File: src/rtl/result_reader.sv
// result_reader
// Reads NUM_WORDS result words from the synchronous result RAM, starting at
// BASE_ADDR, and streams them out on a valid/ready interface. A 2-entry
// prefetch FIFO keeps the stream at one word per cycle under back-pressure.
//
// State table:
//   IDLE | waiting for start
//   RUN  | issuing reads and streaming words
//   DONE | one-cycle completion pulse, then back to IDLE
//
// Ports:
//   clk        - clock, rising edge
//   rst        - asynchronous reset, active low
//   start      - transfer request, sampled only in IDLE
//   rd_ram     - RAM read strobe
//   ram_addr   - RAM read address (driven 0 when rd_ram is low)
//   ram_rdata  - RAM read data, valid the cycle after rd_ram
//   out_data   - head word of the stream
//   out_valid  - out_data is valid
//   out_ready  - consumer accepts the head word
//   busy       - transfer in progress (RUN or DONE)
//   done       - one-cycle pulse after the last word is accepted
module result_reader #(
    parameter int DATA_W    = 32,
    parameter int ADDR_W    = 4,
    parameter int NUM_WORDS = 8,
    parameter int BASE_ADDR = 0
) (
    input  logic              clk,
    input  logic              rst,
    input  logic              start,
    output logic              rd_ram,
    output logic [ADDR_W-1:0] ram_addr,
    input  logic [DATA_W-1:0] ram_rdata,
    output logic [DATA_W-1:0] out_data,
    output logic              out_valid,
    input  logic              out_ready,
    output logic              busy,
    output logic              done
);

    localparam int CNT_W = $clog2(NUM_WORDS + 1);

    localparam logic [1:0] S_IDLE = 2'd0;
    localparam logic [1:0] S_RUN  = 2'd1;
    localparam logic [1:0] S_DONE = 2'd2;

    logic [1:0]        state;
    logic [CNT_W-1:0]  issue_cnt;
    logic [CNT_W-1:0]  pop_cnt;
    logic              inflight;
    logic [DATA_W-1:0] fifo_mem [2];
    logic              wr_ptr;
    logic              rd_ptr;
    logic [1:0]        fifo_count;
    logic [1:0]        occ;
    logic              pop;
    logic              push;
    logic              last_pop;
    logic [ADDR_W-1:0] addr_cur;

    // occ counts words already owned by the buffer, including the one
    // still on its way out of the RAM; it can never exceed 2.
    assign occ       = fifo_count + {1'b0, inflight};
    assign out_valid = (fifo_count != 2'd0);
    assign out_data  = fifo_mem[rd_ptr];
    assign pop       = out_valid & out_ready;
    assign push      = inflight;
    assign last_pop  = pop && (pop_cnt == CNT_W'(NUM_WORDS - 1));
    assign busy      = (state != S_IDLE);
    assign done      = (state == S_DONE);

    // A pop in this cycle frees a slot in time for the read issued now.
    assign rd_ram = (state == S_RUN)
                 && (issue_cnt < CNT_W'(NUM_WORDS))
                 && ((occ < 2'd2) || ((occ == 2'd2) && pop));

    // Truncation to ADDR_W gives the modulo-2^ADDR_W wrap.
    assign addr_cur = ADDR_W'(BASE_ADDR) + ADDR_W'(issue_cnt);
    assign ram_addr = rd_ram ? addr_cur : '0;

    always_ff @(posedge clk or negedge rst) begin
        if (!rst) begin
            state     <= S_IDLE;
            issue_cnt <= '0;
            pop_cnt   <= '0;
        end else begin
            case (state)
                S_IDLE: begin
                    if (start) begin
                        state     <= S_RUN;
                        issue_cnt <= '0;
                        pop_cnt   <= '0;
                    end
                end
                S_RUN: begin
                    if (rd_ram) issue_cnt <= issue_cnt + CNT_W'(1);
                    if (pop)    pop_cnt   <= pop_cnt + CNT_W'(1);
                    if (last_pop) state <= S_DONE;
                end
                S_DONE:  state <= S_IDLE;
                default: state <= S_IDLE;
            endcase
        end
    end

    // Reset clears inflight, so read data already on its way is dropped.
    always_ff @(posedge clk or negedge rst) begin
        if (!rst) begin
            inflight    <= 1'b0;
            wr_ptr      <= 1'b0;
            rd_ptr      <= 1'b0;
            fifo_count  <= 2'd0;
            fifo_mem[0] <= '0;
            fifo_mem[1] <= '0;
        end else begin
            inflight <= rd_ram;
            if (push) begin
                fifo_mem[wr_ptr] <= ram_rdata;
                wr_ptr           <= ~wr_ptr;
            end
            if (pop) rd_ptr <= ~rd_ptr;
            case ({push, pop})
                2'b10:   fifo_count <= fifo_count + 2'd1;
                2'b01:   fifo_count <= fifo_count - 2'd1;
                default: fifo_count <= fifo_count;
            endcase
        end
    end

endmodule

File: config.mk
export PLATFORM = sky130hd
export DESIGN_NAME = result_reader
export DESIGN_NICKNAME = d
export VERILOG_FILES = /design/src/rtl/result_reader.sv
export SDC_FILE = /design/constraint.sdc
export NUM_CORES = 1
export LEC_CHECK = 0
export BUFFER_PORTS_ARGS = -buffer_cell sky130_fd_sc_hd__clkbuf_2
export CORE_MARGIN = 4
export CORE_UTILIZATION = 47
export DETAILED_ROUTE_END_ITERATION = 12
export GPL_TIMING_DRIVEN = 0
export PLACE_DENSITY = 0.7
export REMOVE_ABC_BUFFERS = 1
export SETUP_SLACK_MARGIN = 0.15
export SYNTH_ARGS = -nofsm -noshare
export SYNTH_HDL_FRONTEND = slang
export SYNTH_SLANG_ARGS = --single-unit
File: constraint.sdc
create_clock -name clk -period 2.1 [get_ports clk]
set_input_delay 0.21 -clock clk [delete_from_list [all_inputs] [get_ports clk]]
set_output_delay 0.21 -clock clk [all_outputs]
set_load 0.01 [all_outputs]
# Word level (Yosys, flattened, before mapping)
# Cells that the tools add are included.
# op_classes
mux,16
bitwise_logic,5
n_lt_le_gt_ge,5
add_sub_neg,5
n_eq_ne,10
n_reduce_logical,14
# ops
operator,count
$mux W32,4
$bwmux W64,1
$demux W32 S1,1
$mux W4,4
$pmux W4 S2,2
$add A4 B1 Y4 const B,2
$ne A2 B2 Y1 const B,4
$pmux W2 S2,2
$reduce_bool A2 Y1,4
$eq A2 B2 Y1 const B,3
$reduce_and A3 Y1,2
$logic_and A1 B1 Y1,5
$eq A2 B1 Y1 const B,2
$eq A4 B3 Y1 const B,1
$ge A2 B2 Y1 const B,2
$lt A4 B4 Y1 const B,1
$mux W2,2
$not A1 Y2,2
$add A2 B1 Y2,1
$add A2 B1 Y2 const B,1
$logic_not A2 Y1,1
$lt A2 B1 Y1 const B,1
$lt A2 B2 Y1 const B,1
$not A1 Y1,2
other kinds (4),4
# totals
word_cells,64
ff_bits,79
out_inout_bits,40
in_bits,36

# Logic depth before layout (Yosys ltp)
# Gate-level depths: netlist of the first run.
# logic_depth
depth_word,7
mapped_depth,7
depth_no_buf,6

# Least setup slack after synthesis of the first run
# OpenSTA, ideal clock, no wires.
# synth_path
path_type,reg2out
startpoint,register inflight
endpoint,output port ram_addr[0]
path_buffers,0
path_stages_with_launch,6
required_ns,1.890
arrival_time_ns,1.449
setup_slack_ns,0.441
path_cell_list,dfrtp_1 > ha_1 > and3b_1 > o221ai_2 > inv_2 > and2_1
# synth_via
elab_chain_cells,6
elab_cells_between_ends,7
classes_between,add/sub (1); order compare (1); eq/ne (1); mux (1); reduce/logical (3)
# synth_lines
element,line_no,text
start: declaration,51,logic inflight;
start signal: assignment,117,inflight <= rd_ram;
$add A2 B1 Y2 *,64,"assign occ = fifo_count + {1'b0, inflight};"
$eq A2 B2 Y1,76,&& ((occ < 2'd2) || ((occ == 2'd2) && pop));
$logic_and A1 B1 Y1,76,
$logic_or A1 B1 Y1 *,76,
$logic_and A1 B1 Y1 *,76,
named net rd_ram,32,"output logic rd_ram,"
$mux W4 *,80,assign ram_addr = rd_ram ? addr_cur : '0;
end: declaration,33,"output logic [ADDR_W-1:0] ram_addr,"
# Mark *: on every way through the listed nets, which the timed path passes. The rest lies on a longest branch.

# Worst setup path after layout of the first run
# layout_path
startpoint,register fifo_count[0]
endpoint,output port ram_addr[0]
# layout_via
elab_chain_cells,6
elab_cells_between_ends,9
classes_between,add/sub (1); order compare (1); eq/ne (1); mux (1); bitwise (1); reduce/logical (4)
# layout_lines
element,line_no,text
start: declaration,55,logic [1:0] fifo_count;
start signal: assignment,124,2'b10: fifo_count <= fifo_count + 2'd1;
start signal: assignment,125,2'b01: fifo_count <= fifo_count - 2'd1;
start signal: assignment,126,default: fifo_count <= fifo_count;
$add A2 B1 Y2 or $reduce_bool A2 Y1 (tied branches),"64, 65",
$eq A2 B2 Y1 or $and A1 B1 Y1 (tied branches),"76, 67",
$logic_and A1 B1 Y1,76,
$logic_or A1 B1 Y1 *,76,
$logic_and A1 B1 Y1 *,76,
$mux W4 *,80,
# Mark *: on every way between the ends. The rest lies on a longest branch, timed or not.

==> results of run 1 <==
registers in the layout (all words and copies together) (netlist names):
| signal | count |
|---|---|
| fifo_mem | 64 |
| issue_cnt | 4 |
| pop_cnt | 4 |
| fifo_count | 2 |
| state | 2 |
| inflight | 1 |
| rd_ptr | 1 |
| wr_ptr | 1 |
metrics by stage:
step | utilization [%] | hold slack, ns | setup slack, ns | setup TNS (ns) | std cells
floorplan | - | -0.08559 | -0.2421 | -7.749 | 240
global placement | 54.39 | 0.4594 | -1.144 | -38.46 | 413
detailed placement | 55.33 | 0.2139 | 0.1997 | 0 | 415
CTS | 59.79 | 0.09467 | 0.07399 | 0 | 437
global route | 60.28 | 0.09647 | 0.02037 | 0 | 438
finish | 60.28 | 0.1121 | 0.09018 | 0 | 438
Yosys cell counts, types with 3 or more instances:
master	count
inv_1	4
buf_4	4
nor2_1	3
xnor2_1	3
mux2_2	96
dfrtp_1	79
ha_1	4
mux2i_1	3
buf_2	7
nand3_1	7
nand2_1	9
layout make-up:
class	instances	area share, %
Sequential cell	79	44.85
Multi-Input combinational cell	156	35.02
Timing Repair Buffer	83	11.35
Clock buffer	10	3.114
Tap cell	99	2.803
Clock inverter	6	2.435
Inverter	5	0.4247
path summary, 6_finish.rpt:
path / endpoint / slack (ns) / cells past startpoint
max: ram_addr[0] / 0.09 / 6
min: fifo_mem[35] / 0.11 / 2
max reg2reg: fifo_mem[11] / 0.39 / 3
min reg2reg: state[1] / 0.48 / 1
max in group asynchronous: rd_ptr / 1.10 / 3
min in group asynchronous: fifo_mem[37] / 0.37 / 2
routing by layer:
metal	vias up	part of all wire [%]
met5	-	0
met4	0	1.3
met3	9	5.5
met2	49	47
met1	1103	46
li1	1066	-
what timing repair did:
item,4_1_cts,5_1_grt
pin swaps,1,2
setup buffers,5,1
hold buffers,1,0
resized for setup,6,11
hold endpoints to repair,29,0
setup endpoints to repair,36,4
cells in the final DEF (no fill, tap or decap), types with 2 or more instances in the layout:
cell / instances
nand2_1: 8
buf_16: 2
xnor2_1: 3
bufinv_16: 3
ha_1: 3
or2_2: 2
and2_4: 2
buf_6: 3
mux2i_1: 3
dfrtp_1: 77
clkbuf_2: 69
o21ai_0: 2
buf_4: 6
xor2_1: 2
clkinv_2: 2
clkbuf_8: 10
mux2_2: 96
inv_1: 4
nand3_1: 7
nand2b_1: 2
cells by family after synthesis:
family / after synthesis / synth area share (%)
mux: 99 / 31.16
flops: 79 / 55.44
simple gates: 37 / 5.930
buf+inv: 18 / 2.561
compound gates: 10 / 2.176
xor+xnor: 5 / 1.228
fa+ha+maj: 4 / 1.404
other cells: 1 / 0.1052
where the power goes:
part	leakage, nW	switching [W]	internal [W]	total [W]
Clock	0.122	0.000534	0.000818	0.00135
Combinational	0.952	0.00145	0.00210	0.00355
Sequential	0.927	0.000558	0.00231	0.00287
Total	2.00	0.00254	0.00523	0.00778
==> metrics.yaml, run 1 <==
fmax_mhz: 497.6
post_drt_wl_per_cell_um: 14.73
worstMarginPinSlew_ns: 0.8258
worstPathCellList: "ha_4 -> and3b_2 -> o221ai_4 -> inv_2 -> and2_4 -> buf_6"
gr-usage-met1_pct: 20.60
drtIter0Drc: 69
critical_path.max_stage_delay_ns: 0.43
rsz0062_at_grt: "yes"
synth_area_um2: 3566
dieArea_um2: 9045
required_ns: 1.89
multiInputGateArea_um2: 1548
hold_class: "input port to flop"
grt_usage_pct: 15.47
grt_use_met2_pct: 24.20
finalClockSkew_ns: 0.006762
vias: 2227
dp_hpwl_um: 4277
synth_largest_area_cell: "dfrtp_1"
hold_viol: 0
cts_root_buf: "clkbuf_8"
ys_warn_count: 0
start_util_pct: 48.64
syn_inst: 253
grt_pass1_wl_um: 10830
final_nets: 374
die_w_um: 95.11
antenna_found_initial: 0
status: "complete, no violations"
numCtsBuffers: 9
design_area_um2: 4419
synth.area.top_cells: "dfrtp_1 55%, mux2_2 30%, ha_1 1.4%"
grt_max_degree: 51
place_area_um2: 4056
htree_levels: 3
p_per_area_nw_per_um2: 1759
rows: 31
synth_top_flop_cell: "dfrtp_1"
crit_path_start: "fifo_count[0]"
ys_ff_latch: 79
period_share_pct: 95.71
firstDrtPassIters: 4
postRouteAntennaNets: 0
cap_violations: 0
place_congestion: 0.7400
routed_wl_um: 6450
period_minus_slack_ns: 2.010
crit_type: "flop to primary output"
antenna_cells: 0
insertion_delay_ns: 0.34
cts.sink_count: 79
coreArea_um2: 7331
end_kind: "primary output"
peakVddDrop_mv: 1.103
async_flop_share_pct: 100.0
start_kind: "flop"
r2r_start: "inflight"
top_usage_layer: "met2"
area_delta_synth_final_pct: 23.93
crit_buf_inv: 2
p_leak_nw: 2.002
slew-limit-headroom_pct: 44.75
die_h_um: 95.11
drv_slew: 0
setup_viol: 0
overflow: 0
cp.arrival_ns: 1.80
synth_top_area_share_pct: 55.44
seqCellArea_um2: 1982
drc_errors: 0
critical_path.top_delay_family: "flip-flops"
port_buffers: 74
yosys.cell_types.count: 38
synth-edff-count: 0
syn_area_per_cell_um2: 14.09
cts_buffer_depth: 2
hp-start: "ram_rdata[3]"
n_fill_cell: 572
viasPerCell: 5.084
finalPower_w: 0.007775
critPathMaxFanout: 4
grt_use_met3_pct: 3.473
io_pins: 76
cts_tree: "built"
cp_slowest_cell: "dfrtp_2"
grt_pass1_vias: 2297
synth_seq_area_share_pct: 55.44
drive_gt1_share_pct: 62.24
clkTransAtPathRegs_ns: 0.08
Note: power is estimated with default switching activity, not from simulation.
==> run 2, diff against run 1 <==
--- a/config.mk
+++ b/config.mk
@@ -10,7 +10,7 @@
 export CORE_UTILIZATION = 47
 export DETAILED_ROUTE_END_ITERATION = 12
 export GPL_TIMING_DRIVEN = 0
-export PLACE_DENSITY = 0.7
+export PLACE_DENSITY_LB_ADDON = 0.3
 export REMOVE_ABC_BUFFERS = 1
 export SETUP_SLACK_MARGIN = 0.15
 export SYNTH_ARGS = -nofsm -noshare
==> constraint.sdc (replaced) <==
create_clock -name clk -period 2.1 [get_ports clk]
set_input_delay 0.21 -clock clk [delete_from_list [all_inputs] [get_ports clk]]
set_output_delay 0.21 -clock clk [all_outputs]
set_load 0.02 [all_outputs]
==> run 2 against run 1 <==
Net effect:
- final cell count unchanged
- non-clock buffer count unchanged
- sequential power about the same
- wire length up 1.0%
- fmax up 0.11%
- first-iteration DRC count down 28%
- die area unchanged
- flip-flop and latch count unchanged
- sequential share of layout area up 0.46 points
- hold slack worse by 0.0020 ns
- largest cell class unchanged
- largest power group unchanged
- utilization down 0.61 points
==> metrics.yaml, run 2 (synthesized netlist as in run 1, its figures left out) <==
status: "complete, no violations"
hold_ws_ns: 0.1102  # -0.001982 ns
wl_met3_um: 395  # +12%
p_per_area_nw_per_um2: 1828  # +3.9%
cts_tree: "built"
hold_class: "input port to flop"
top_regs: "fifo_mem (64), issue_cnt (4), pop_cnt (4)"
grt_max_degree: 42  # -18%
switching_share_pct: 37.23  # +4.5 points
area_delta_synth_final_pct: 22.67
drive_gt1_share_pct: 61.95  # -0.29 points
finalClockSkew_ns: 0.006794  # +0.00003175 ns
postRouteAntennaNets: 0  # unchanged
design_area_um2: 4374  # -1.0%
rsz0062_at_grt: "yes"
start_kind: "flop"
setup_viol: 0  # unchanged
grt_pass1_wl_um: 10900  # +0.64%
cts_root_buf: "clkbuf_8"
final_cell_mix: "96 x mux2_2, 77 x dfrtp_1, 69 x clkbuf_2"
cp.arrival_ns: 1.80  # about the same
cts.sink_count: 79  # unchanged
wl_met2_um: 3208  # +6.0%
seqCellArea_um2: 1982  # unchanged
dr.max_layer_used: "met4"
end_kind: "primary output"
io_pins: 76  # unchanged
viasPerCell: 5.014  # -1.4%
vias: 2196  # -1.4%
multiInputGateArea_um2: 1548  # unchanged
dieArea_um2: 9045  # unchanged
fin_ws_ns: 0.09235  # +0.002166 ns
wl_met1_um: 2858  # -4.2%
grt_usage_pct: 15.72  # +0.25 points
power_frac_clock_pct: 14.0  # -3.4 points
place_congestion: 0.6978  # -5.7%
n_fill_cell: 592  # +3.5%
htree_levels: 3  # unchanged
largest_register_ff_count: 64  # unchanged
port_buffers: 74  # unchanged
required_ns: 1.89  # about the same
drtIter0Drc: 50  # -28%
die_w_um: 95.11  # unchanged
drc_errors: 0  # unchanged
die_h_um: 95.11  # unchanged
period_minus_slack_ns: 2.008  # -0.002166 ns
overflow: 0  # unchanged
final_common_cell: "mux2_2"
crit_type: "flop to primary output"
p_seq_share_pct: 35.9  # -1.0 points
rows: 31  # unchanged
start_util_pct: 48.64  # unchanged
place_area_um2: 4049  # -0.19%
fmax_mhz: 498.1  # +0.11%
antenna_found_initial: 0  # unchanged
antenna_cells: 0  # unchanged
p_leak_nw: 1.982  # -0.98%
intPower_w: 0.005020  # -4.1%
slew-limit-headroom_pct: 44.35  # -0.40 points
drv_slew: 0  # unchanged
coreArea_um2: 7331  # unchanged
peakVddDrop_mv: 1.008  # -8.7%
insertion_delay_ns: 0.34  # about the same
period_share_pct: 95.60  # -0.10 points
grt_pass1_vias: 2371  # +3.2%
setup_tns_ns: 0  # unchanged
post_drt_wl_per_cell_um: 14.88  # +1.0%
place_ws_ns: 0.1530  # -0.04669 ns
clkTransAtPathRegs_ns: 0.08  # about the same
final_nets: 374  # unchanged
numCtsBuffers: 9  # unchanged
worstMarginPinSlew_ns: 0.8318  # +0.006026 ns
cap_violations: 0  # unchanged
p_comb_share_pct: 50.1  # +4.4 points
critPathMaxFanout: 4  # unchanged
dp_hpwl_um: 4368  # +2.1%
top_register: "fifo_mem"
cts_buffer_depth: 2  # unchanged
power_switching_w: 0.002978  # +17%
routed_wl_um: 6517  # +1.0%
firstDrtPassIters: 4  # unchanged
hold_viol: 0  # unchanged
==> run 2: what timing repair did <==
item | 4_1_cts | 5_1_grt
hold buffers | 1 | 0
endpoints found under the setup margin | 36 | 4
pin swaps | 1 | 2
endpoints found under the hold margin | 38 | 0
cloned | 0 | 0
resized for setup | 11 | 9
buffers inserted | 6 | 0
==> run 2: routing by layer <==
| layer | global-route usage, % | up-vias |
|---|---|---|
| met5 | 0 | - |
| met4 | 5.409 | 0 |
| met3 | 5.130 | 4 |
| met2 | 26.59 | 47 |
| met1 | 18.81 | 1081 |
| li1 | - | 1064 |
==> run 2: per-stage QoR <==
step	power [W]	cells	util, %
global route	0.008577	438	59.67
CTS	0.008035	438	59.43
global placement	0.006498	413	54.39
detailed placement	0.006649	415	55.23
finish	0.007998	438	59.67
floorplan	0.005528	240	-
==> run 2: critical path, cell delays in order, from the launching register on <==
cell and delay, ns:
dfrtp_2 0.43, ha_4 0.27, and3b_2 0.21, o221ai_4 0.17, inv_2 0.08, and2_4 0.17, buf_8 0.12
==> run 2: power by group through the flow <==
| stage | logic, W | clock network [W] | registers [W] |
|---|---|---|---|
| after global placement | 0.00363 | 0 | 0.00286 |
| after detailed placement | 0.00373 | 0 | 0.00292 |
| final | 0.00401 | 0.00112 | 0.00287 |
| after global routing | 0.00436 | 0.00123 | 0.00298 |
| after CTS | 0.00400 | 0.00115 | 0.00289 |
| after floorplan | 0.00280 | 0 | 0.00272 |
==> run 2: final timing paths <==
check | from | to | slack [ns] | cells after the start
max | fifo_count[0] | ram_addr[1] | 0.09 | 6
min | ram_rdata[25] | fifo_mem[25] | 0.11 | 2
max reg2reg | inflight | fifo_mem[49] | 0.37 | 5
min reg2reg | pop_cnt[3] | state[1] | 0.49 | 1
max in group asynchronous | rst | rd_ptr | 1.06 | 3
min in group asynchronous | rst | fifo_mem[10] | 0.42 | 2
==> run 2: area by class of cell <==
class,instances,area share (%)
Sequential cell,79,45.31
Clock inverter,5,1.316
Multi-Input combinational cell,156,35.38
Inverter,5,0.4291
Clock buffer,11,3.232
Tap cell,99,2.832
Timing Repair Buffer,83,11.50
==> run 3, diff against run 2 <==
--- a/config.mk
+++ b/config.mk
@@ -5,6 +5,7 @@
 export SDC_FILE = /design/constraint.sdc
 export NUM_CORES = 1
 export LEC_CHECK = 0
+export ABC_AREA = 1
 export BUFFER_PORTS_ARGS = -buffer_cell sky130_fd_sc_hd__clkbuf_2
 export CORE_MARGIN = 4
 export CORE_UTILIZATION = 47
==> run 3 against run 2 <==
Net effect:
- count of clock-buffer cells in the layout up 3
- synthesized area up 3.2%
- highest routed layer unchanged
- via count up 35%
- global-route usage up 1.7 points
==> metrics.yaml, run 3 <==
status: "complete, no violations"
crit_path_start: "fifo_count[0]"
coreArea_um2: 7687  # +4.9%
place_congestion: 0.7197  # +3.1%
start_kind: "flop"
critPathMaxFanout: 8  # +4
drive_gt1_share_pct: 26.29  # -36 points
insertion_delay_ns: 0.34  # about the same
critical_path.max_stage_delay_ns: 0.45  # +0.02 ns
area_delta_synth_final_pct: 21.11
numCtsBuffers: 9  # unchanged
hold_viol: 0  # unchanged
worstPathCellList: "ha_1 -> inv_1 -> nand3_1 -> nand2_2 -> nand2_4 -> nor2_1 -> buf_4"
grt_pass1_vias: 2759  # +16%
drc_errors: 0  # unchanged
cp.arrival_ns: 1.61  # -0.19 ns
peakVddDrop_mv: 0.8333  # -17%
crit_buf_inv: 2  # unchanged
dp_hpwl_um: 4971  # +14%
overflow: 0  # unchanged
die_w_um: 96.50  # +1.5%
syn_area_per_cell_um2: 8.291  # -41%
grt_max_degree: 49  # +17%
r2r_start: "inflight"
yosys.cell_types.count: 25  # -34%
grt_pass1_wl_um: 12590  # +16%
final_nets: 560  # +50%
final_common_cell: "nand2_1"
hold_class: "input port to flop"
synth_largest_area_cell: "dfrtp_1"
cp_slowest_cell: "dfrtp_2"
worstMarginPinSlew_ns: 0.6723  # -0.1595 ns
fmax_mhz: 549.0  # +10%
post_drt_wl_per_cell_um: 12.29  # -17%
finalClockSkew_ns: 0.009264  # +0.002470 ns
drv_slew: 0  # unchanged
period_minus_slack_ns: 1.821  # -0.1862 ns
vias: 2963  # +35%
synth_top_flop_cell: "dfrtp_1"
synth.area.top_cells: "dfrtp_1 54%, nand2_1 19%, o21ai_2 5.5%"
clkTransAtPathRegs_ns: 0.08  # about the same
die_h_um: 96.50  # +1.5%
io_pins: 76  # unchanged
viasPerCell: 4.726  # -5.7%
drtIter0Drc: 155  # +210%
synth-edff-count: 0  # unchanged
rows: 32  # +3.2%
synth_area_um2: 3681  # +3.2%
yosys.cell_count.top_type: "nand2_1"
slew-limit-headroom_pct: 55.18  # +11 points
p_per_area_nw_per_um2: 1695  # -7.3%
grt_usage_pct: 17.47  # +1.7 points
antenna_cells: 0  # unchanged
p_leak_nw: 2.495  # +26%
critical_path.top_delay_family: "flip-flops"
crit_type: "flop to primary output"
end_kind: "primary output"
cts_tree: "built"
cts_root_buf: "clkbuf_8"
routed_wl_um: 7706  # +18%
async_flop_share_pct: 100.0  # unchanged
setup_tns_ns: 0  # unchanged
final_cell_mix: "187 x nand2_1, 77 x dfrtp_1, 70 x clkbuf_2"
fin_util_pct: 57.99  # -1.7 points
start_util_pct: 47.88  # -0.76 points
top_register: "fifo_mem"
syn_inst: 444  # +75%
period_share_pct: 86.74  # -8.9 points
synth_top_area_share_pct: 53.70  # -1.7 points
synth_seq_area_share_pct: 53.70  # -1.7 points
n_fill_cell: 721  # +22%
yosys-top-cells-count: "189 x nand2_1, 79 x dfrtp_1, 43 x inv_1"
top_regs: "fifo_mem (64), issue_cnt (4), pop_cnt (4)"
ys_ff_latch: 79  # unchanged
antenna_found_initial: 0  # unchanged
cts_buffer_depth: 2  # unchanged
firstDrtPassIters: 4  # unchanged
largest_register_ff_count: 64  # unchanged
required_ns: 1.89  # about the same
hp-start: "ram_rdata[0]"
cap_violations: 0  # unchanged
postRouteAntennaNets: 0  # unchanged
multiInputGateArea_um2: 1411  # -8.8%
htree_levels: 3  # unchanged
cts.sink_count: 79  # unchanged
seqCellArea_um2: 1982  # unchanged
setup_viol: 0  # unchanged
rsz0062_at_grt: "yes"
port_buffers: 74  # unchanged
dieArea_um2: 9312  # +3.0%
ys_warn_count: 0  # unchanged
-- run 3: cell count changes after synthesis, moves of 3 or more --
cell	change
buf_2	-3
buf_4	-3
buf_6	+6
clkbuf_1	+8
inv_1	+39
mux2_2	-96
mux2i_1	-3
nand2_1	+180
nand3_1	+3
nor2_1	+9
o21ai_0	+31
o21ai_1	+9
o21ai_2	+22
-- run 3: where the power goes --
part / leakage [nW] / switching (W) / internal (W) / total (W)
clock: 0.123 / 0.000522 / 0.000801 / 0.00132
combinational: 1.40 / 0.00222 / 0.00128 / 0.00350
sequential: 0.976 / 0.000473 / 0.00226 / 0.00273
total: 2.50 / 0.00322 / 0.00434 / 0.00756
-- run 3: stage by stage --
stage	setup WS, ns	total power (W)	instance area, µm²	instances	hold slack (ns)
2_1_floorplan	-0.09488	0.005028	3548	423	-0.08559
3_5_place_dp	-0.7308	0.006133	4111	602	0.2606
3_3_place_gp	-0.7436	0.005984	4046	599	0.4539
4_1_cts	0.1712	0.007600	4424	625	0.08712
6_report	0.2785	0.007558	4458	627	0.1010
5_1_grt	0.1248	0.008204	4458	627	0.09991
-- run 3: kinds of logic after synthesis --
family                   count (synthesis)  synth area share, %
AND/OR/NAND/NOR                        218                23.32
flip-flops                              79                53.71
AO/OA/AOI/OAI                           69                11.79
buffers and inverters                   67                8.294
XOR/XNOR                                 6                1.428
adder cells (fa/ha/maj)                  4                1.360
other                                    1               0.1019
-- run 3: what timing repair did --
| action | in CTS | in global routing |
|---|---|---|
| gates resized for setup | 4 | 10 |
| hold buffers | 1 | 0 |
| gates cloned | 1 | 0 |
| endpoints found under the setup margin | 32 | 4 |
| endpoints found under the hold margin | 38 | 0 |
| pin swaps | 0 | 0 |
| buffers inserted | 5 | 2 |
-- run 3: path summary, 6_finish.rpt --
kind,endpoint,slack [ns],cells after the start
max in group asynchronous,fifo_mem[47],1.06,3
setup / recovery,ram_addr[2],0.28,7
hold / removal,fifo_mem[32],0.10,3
hold reg to reg,fifo_mem[41],0.48,2
setup reg to reg,fifo_mem[51],0.40,6
min in group asynchronous,fifo_mem[17],0.42,2
-- run 3: final cells by class --
type | instances | share of cell area (%)
multi-input cells | 298 | 31.66
repair inverters | 1 | 0.1684
repair buffers | 85 | 11.45
well taps | 102 | 2.863
inverters | 46 | 3.957
clock buffers | 14 | 4.098
flip-flops and latches | 79 | 44.46
clock inverters | 2 | 1.347
-- run 3: tightest hold or removal path, stage by stage --
cell      delay [ns]
clkbuf_2        0.08
inv_1           0.07
o21ai_2         0.06
-- run 3: metal layers --
metal  GRT usage, %  part of all wire (%)
met1          22.99                    45
met2          28.56                    48
met3          3.641                   6.0
met4          6.308                   1.5
met5              0                     0
